### src/rtl/sensor_scanner.sv
// Temperature sensor acquisition front end: polls each sensor over a req/ack
// handshake with a per-sensor timeout and publishes the whole set atomically.
module sensor_scanner #(
    parameter int NUM_SENSORS = 5,
    parameter int TIMEOUT     = 16
) (
    input  logic                     clk_i,
    input  logic                     rst_i,
    input  logic                     scan_en_i,
    output logic [NUM_SENSORS-1:0]   sensor_req_o,
    input  logic [NUM_SENSORS-1:0]   sensor_ack_i,
    input  logic [7:0]               sensor_value_i,
    output logic [8*NUM_SENSORS-1:0] sensors_data_o,
    output logic [NUM_SENSORS-1:0]   sensors_en_o,
    output logic                     update_o,
    output logic                     busy_o
);

    localparam int IDX_W = (NUM_SENSORS > 1) ? $clog2(NUM_SENSORS) : 1;
    localparam int TMR_W = $clog2(TIMEOUT) + 1;
    localparam logic [IDX_W-1:0] LAST_IDX = IDX_W'(NUM_SENSORS - 1);
    localparam logic [TMR_W-1:0] TMR_LAST = TMR_W'(TIMEOUT - 1);

    typedef enum logic [1:0] {IDLE, REQ, NEXT, PUBLISH} state_t;

    state_t                        state_q;
    logic [IDX_W-1:0]              idx_q;
    logic [TMR_W-1:0]              tmr_q;
    logic [NUM_SENSORS-1:0][7:0]   shadow_data_q;
    logic [NUM_SENSORS-1:0]        shadow_en_q;
    logic [NUM_SENSORS-1:0]        req_q;
    logic [8*NUM_SENSORS-1:0]      data_q;
    logic [NUM_SENSORS-1:0]        en_q;
    logic                          update_q;
    logic                          busy_q;

    logic [IDX_W-1:0]              idx_d;

    assign idx_d = idx_q + IDX_W'(1);

    function automatic logic [NUM_SENSORS-1:0] one_hot(input logic [IDX_W-1:0] i);
        one_hot = NUM_SENSORS'(1) << i;
    endfunction

    always_ff @(posedge clk_i or posedge rst_i) begin
        if (rst_i) begin
            state_q       <= IDLE;
            idx_q         <= '0;
            tmr_q         <= '0;
            shadow_data_q <= '0;
            shadow_en_q   <= '0;
            req_q         <= '0;
            data_q        <= '0;
            en_q          <= '0;
            update_q      <= 1'b0;
            busy_q        <= 1'b0;
        end else begin
            update_q <= 1'b0;
            case (state_q)
                IDLE: begin
                    if (scan_en_i) begin
                        idx_q   <= '0;
                        tmr_q   <= '0;
                        req_q   <= one_hot('0);
                        busy_q  <= 1'b1;
                        state_q <= REQ;
                    end
                end
                REQ: begin
                    tmr_q <= tmr_q + TMR_W'(1);
                    // Ack is checked first so a reply on the final wait cycle still counts.
                    if (sensor_ack_i[idx_q]) begin
                        shadow_data_q[idx_q] <= sensor_value_i;
                        shadow_en_q[idx_q]   <= 1'b1;
                        req_q                <= '0;
                        state_q              <= NEXT;
                    end else if (tmr_q == TMR_LAST) begin
                        shadow_data_q[idx_q] <= 8'h00;
                        shadow_en_q[idx_q]   <= 1'b0;
                        req_q                <= '0;
                        state_q              <= NEXT;
                    end
                end
                NEXT: begin
                    if (idx_q == LAST_IDX) begin
                        data_q   <= shadow_data_q;
                        en_q     <= shadow_en_q;
                        update_q <= 1'b1;
                        state_q  <= PUBLISH;
                    end else begin
                        idx_q   <= idx_d;
                        tmr_q   <= '0;
                        req_q   <= one_hot(idx_d);
                        state_q <= REQ;
                    end
                end
                PUBLISH: begin
                    busy_q  <= 1'b0;
                    state_q <= IDLE;
                end
                default: state_q <= IDLE;
            endcase
        end
    end

    assign sensor_req_o   = req_q;
    assign sensors_data_o = data_q;
    assign sensors_en_o   = en_q;
    assign update_o       = update_q;
    assign busy_o         = busy_q;

endmodule

### config.mk
export PLATFORM = sky130hd
export DESIGN_NAME = sensor_scanner
export DESIGN_NICKNAME = d
export VERILOG_FILES = /design/src/rtl/sensor_scanner.sv
export SDC_FILE = /design/constraint.sdc
export NUM_CORES = 1
export LEC_CHECK = 0
export BUFFER_PORTS_ARGS = -buffer_cell sky130_fd_sc_hd__buf_2
export CORE_MARGIN = 2
export CORE_UTILIZATION = 45
export DETAILED_ROUTE_END_ITERATION = 6
export PLACE_DENSITY_LB_ADDON = 0.25
export SETUP_SLACK_MARGIN = 0.4
export SLEW_MARGIN = 20
export SYNTH_ARGS = -nofsm -noshare
export SYNTH_HDL_FRONTEND = slang
export SYNTH_SLANG_ARGS = --single-unit
### constraint.sdc
create_clock -name clk_i -period 4.5 [get_ports clk_i]
set_clock_uncertainty 0.1 [all_clocks]
set_input_delay 0.45 -clock clk_i [delete_from_list [all_inputs] [get_ports clk_i]]
set_output_delay 0.45 -clock clk_i [all_outputs]
set_load 0.02 [all_outputs]
==> summary.md <==
| Metric | Value |
|---|---|
| Status | `finished clean` |
| Hold buffer count at CTS | `0` |
| First-pass GRT wire length | `between 15000 and 20000 um` |
| Worst EP arrival | `around 2.9 ns` |
| # DRC | `0` |
| N_diodes | `0` |
| Worst slew pin tran | `about 0.93 ns` |
| Total grt overflow | `0` |
| CP endpoint kind | `register` |
| Mapped cell area | `4580 um^2` |
| Routed WL | `between 9000 and 10000 um` |
| Minimum clock period after layout | `between 2 and 3 ns` |
| Die Y-Extent | `roughly 100 um` |
| Slew Viols, Final | `0` |
| IO Pins | `approximately 70` |
| Min-Delay Path Class | `primary input to async pin` |
| Initial antenna violation count | `0` |
| Post-Synthesis Cells | `412` |
| Worst flop-to-flop path startpoint | `idx_q[0]` |
| Root buffer cell | `clkbuf_8` |
| P&R area growth vs syn | `13.3%` |
| Clk Latency, worst-skew pair | `roughly 0.37 ns` |
| Worst setup SP type | `register` |
| DRT iter0 DRCs | `145` |
| PD cells | `slightly above 600 nW/um^2` |
| Slew headroom | `0.383` |
| Sequential area share after synthesis | `0.584` |
| Core ar. | `~10000 um^2` |
| Starting Density | `0.467` |
| Vias per cell | `between 5 and 6` |
| CTS max path bufs | `2` |
| Row cnt | `36` |
| I/O Buffers | `between 60 and 70` |
| Post-synth EDFFs | `0` |
| Vias in the first global route | `between 3000 and 4000` |
| Num CTS Buffers | `9` |
| Vias post-DR | `between 3000 and 4000` |
| CTS tree | `built` |
| Routability congestion estimate | `~0.78` |
| Final worst-path cycle share | `0.600` |
| Mapped Nets | `440` |
| Post-synth ARST share | `1.00` |
| Number of H-tree levels | `3` |
| Critical Path RT | `around 4.7 ns` |
| Final setup vio count | `0` |
| Leakage | `between 2 and 3 nW` |
| Max-Cap Viols | `0` |
| Antenna viol nets, final | `0` |
| Wire per inst | `15.6 um` |
| Max VDD drop | `326 uV` |
| Final Power | `3.24 mW` |
| Post-CTS Repair Setup Buffers | `0` |
| Seq cells post-synth | `107` |
| GRT Total Usage | `0.188` |
| Crit. Startpoint | `idx_q[0]` |
| Top FF cell, synth | `dfrtp_1` |
| DR pass1 iterations | `4` |
| Clock transition at path regs | `around 0.11 ns` |
| CTS sink count | `~110` |
| Fraction of layout cells with a size suffix above 1 | `0.238` |
| Final count of hold timing violations | `0` |
| Post-DP HPWL | `6560 um` |
| Fin nets | `a little over 500` |
| Peak Freq | `about 370 MHz` |
| Unrepaired setup endpoints after global routing | `false` |
| Die X | `roughly 100 um` |
| Maximum fanout along the worst path | `49` |
| Largest net degree at the start of global routing | `approximately 80` |
| Mean Syn Cell Area | `between 10 and 15 um^2` |
| # fillers | `921` |
| Full die area | `around 11000 um^2` |
| Post-CTS resize count | `0` |
| Distinct cell type count after synthesis | `50` |
| Synth warn | `0` |
| Critical path class | `register to register` |
| Setup TNS | `0 ns` |
[kinds of logic after synthesis]
logic type               synth area share
flip-flops                          0.584
AND/OR/NAND/NOR                     0.192
multiplexers                       0.0134
adder cells (fa/ha/maj)            0.0328
AO/OA/AOI/OAI                       0.145
XOR/XNOR                          0.00191
buffers and inverters              0.0306
[metal layers]
| metal | routed length (um) | share of wire | track usage | vias up |
|---|---|---|---|---|
| met3 | 399 | 0.042 | 0.0343 | 11 |
| met4 | 106 | 0.011 | 0.0571 | 0 |
| met1 | 4360 | 0.46 | 0.258 | 1529 |
| met2 | 4680 | 0.49 | 0.305 | 65 |
| met5 | 0 | 0 | 0 | - |
| li1 | - | - | - | 1528 |
[Yosys cell counts, types with 3 or more instances]
| library cell | n | area [um^2] |
|---|---|---|
| inv_1 | 9 | 33.8 |
| nor2_8 | 5 | 100 |
| a22o_1 | 41 | 359 |
| a21oi_1 | 4 | 20.0 |
| o21ai_0 | 4 | 20.0 |
| o21ai_1 | 3 | 15.0 |
| dfrtp_1 | 107 | 2680 |
| a21o_1 | 5 | 37.5 |
| clkbuf_1 | 7 | 26.3 |
| nand3_1 | 6 | 30.0 |
| buf_1 | 3 | 11.3 |
| nand2_1 | 152 | 571 |
| a32o_1 | 3 | 30.0 |
| buf_2 | 3 | 15.0 |
| nor2_1 | 3 | 11.3 |
| ha_1 | 12 | 150 |
[final timing paths]
check	endpoint	slack [ns]	cells past startpoint
worst max register to register	sensor_req_o[1]	1.80	7
worst min register to register	sensors_data_o[12]	0.38	2
max in group asynchronous	sensors_data_o[36]	3.15	3
worst max-delay path	sensor_req_o[1]	1.80	7
min in group clk_i	shadow_data_q[25]	0.29	2
worst min-delay path	sensors_data_o[0]	0.17	2
[power by group]
| part | switching [mW] | total, mW | internal, mW | leakage (nW) |
|---|---|---|---|---|
| Sequential | 0.230 | 1.50 | 1.27 | 1.44 |
| Combinational | 0.701 | 1.18 | 0.477 | 1.34 |
| Clock | 0.334 | 0.556 | 0.221 | 0.0904 |
[sequential cells by signal, indices dropped and copies added, names as in the netlist, named ones only]
register and count:
idx_q 3, state_q 2, update_o 1, shadow_data_q 40
sensor_req_o 5, tmr_q 5, sensors_en_o 5, sensors_data_o 40
busy_o 1
[critical path: stages (launching register included)]
cell     delay, ns
dfrtp_1       0.71
inv_1         0.20
ha_1          0.27
nand3_2       0.09
inv_2         0.29
or3_4         0.52
nor3_2        0.25
a32o_1        0.21
[cell usage in the layout (no fill, tap or decap), types with 3 or more instances in the layout]
cell type	Yosys	routed
nand2_1	152	152
dfrtp_1	107	107
buf_2	3	67
a22o_1	41	41
ha_1	12	12
clkbuf_8	0	10
inv_1	9	8
nor2_8	5	5
nand3_1	6	5
a21o_1	5	5
o21ai_0	4	4
a21oi_1	4	4
o21ai_1	3	3
nor2_1	3	3
a32o_1	3	3
[stage by stage]
stage	hold slack (ns)	utilization	instance area (um^2)	std cells	setup WS, ns
floorplan	0.339	-	4580	412	1.13
global placement	0.354	0.510	5000	597	1.91
detailed placement	0.357	0.510	5000	597	1.78
CTS	0.225	0.529	5190	613	1.77
global route	0.251	0.529	5190	613	1.56
finish	0.167	0.529	5190	613	1.80
[area by class of cell]
type	instances	area (um^2)	share of cell area
repair buffers	69	350	0.0675
clock inverters	6	48.8	0.00940
clock buffers	10	138	0.0265
flip-flops and latches	107	2680	0.516
inverters	10	40.0	0.00771
multi-input cells	278	1770	0.341
well taps	133	166	0.0321
Note: power is estimated with default switching activity, not from simulation.
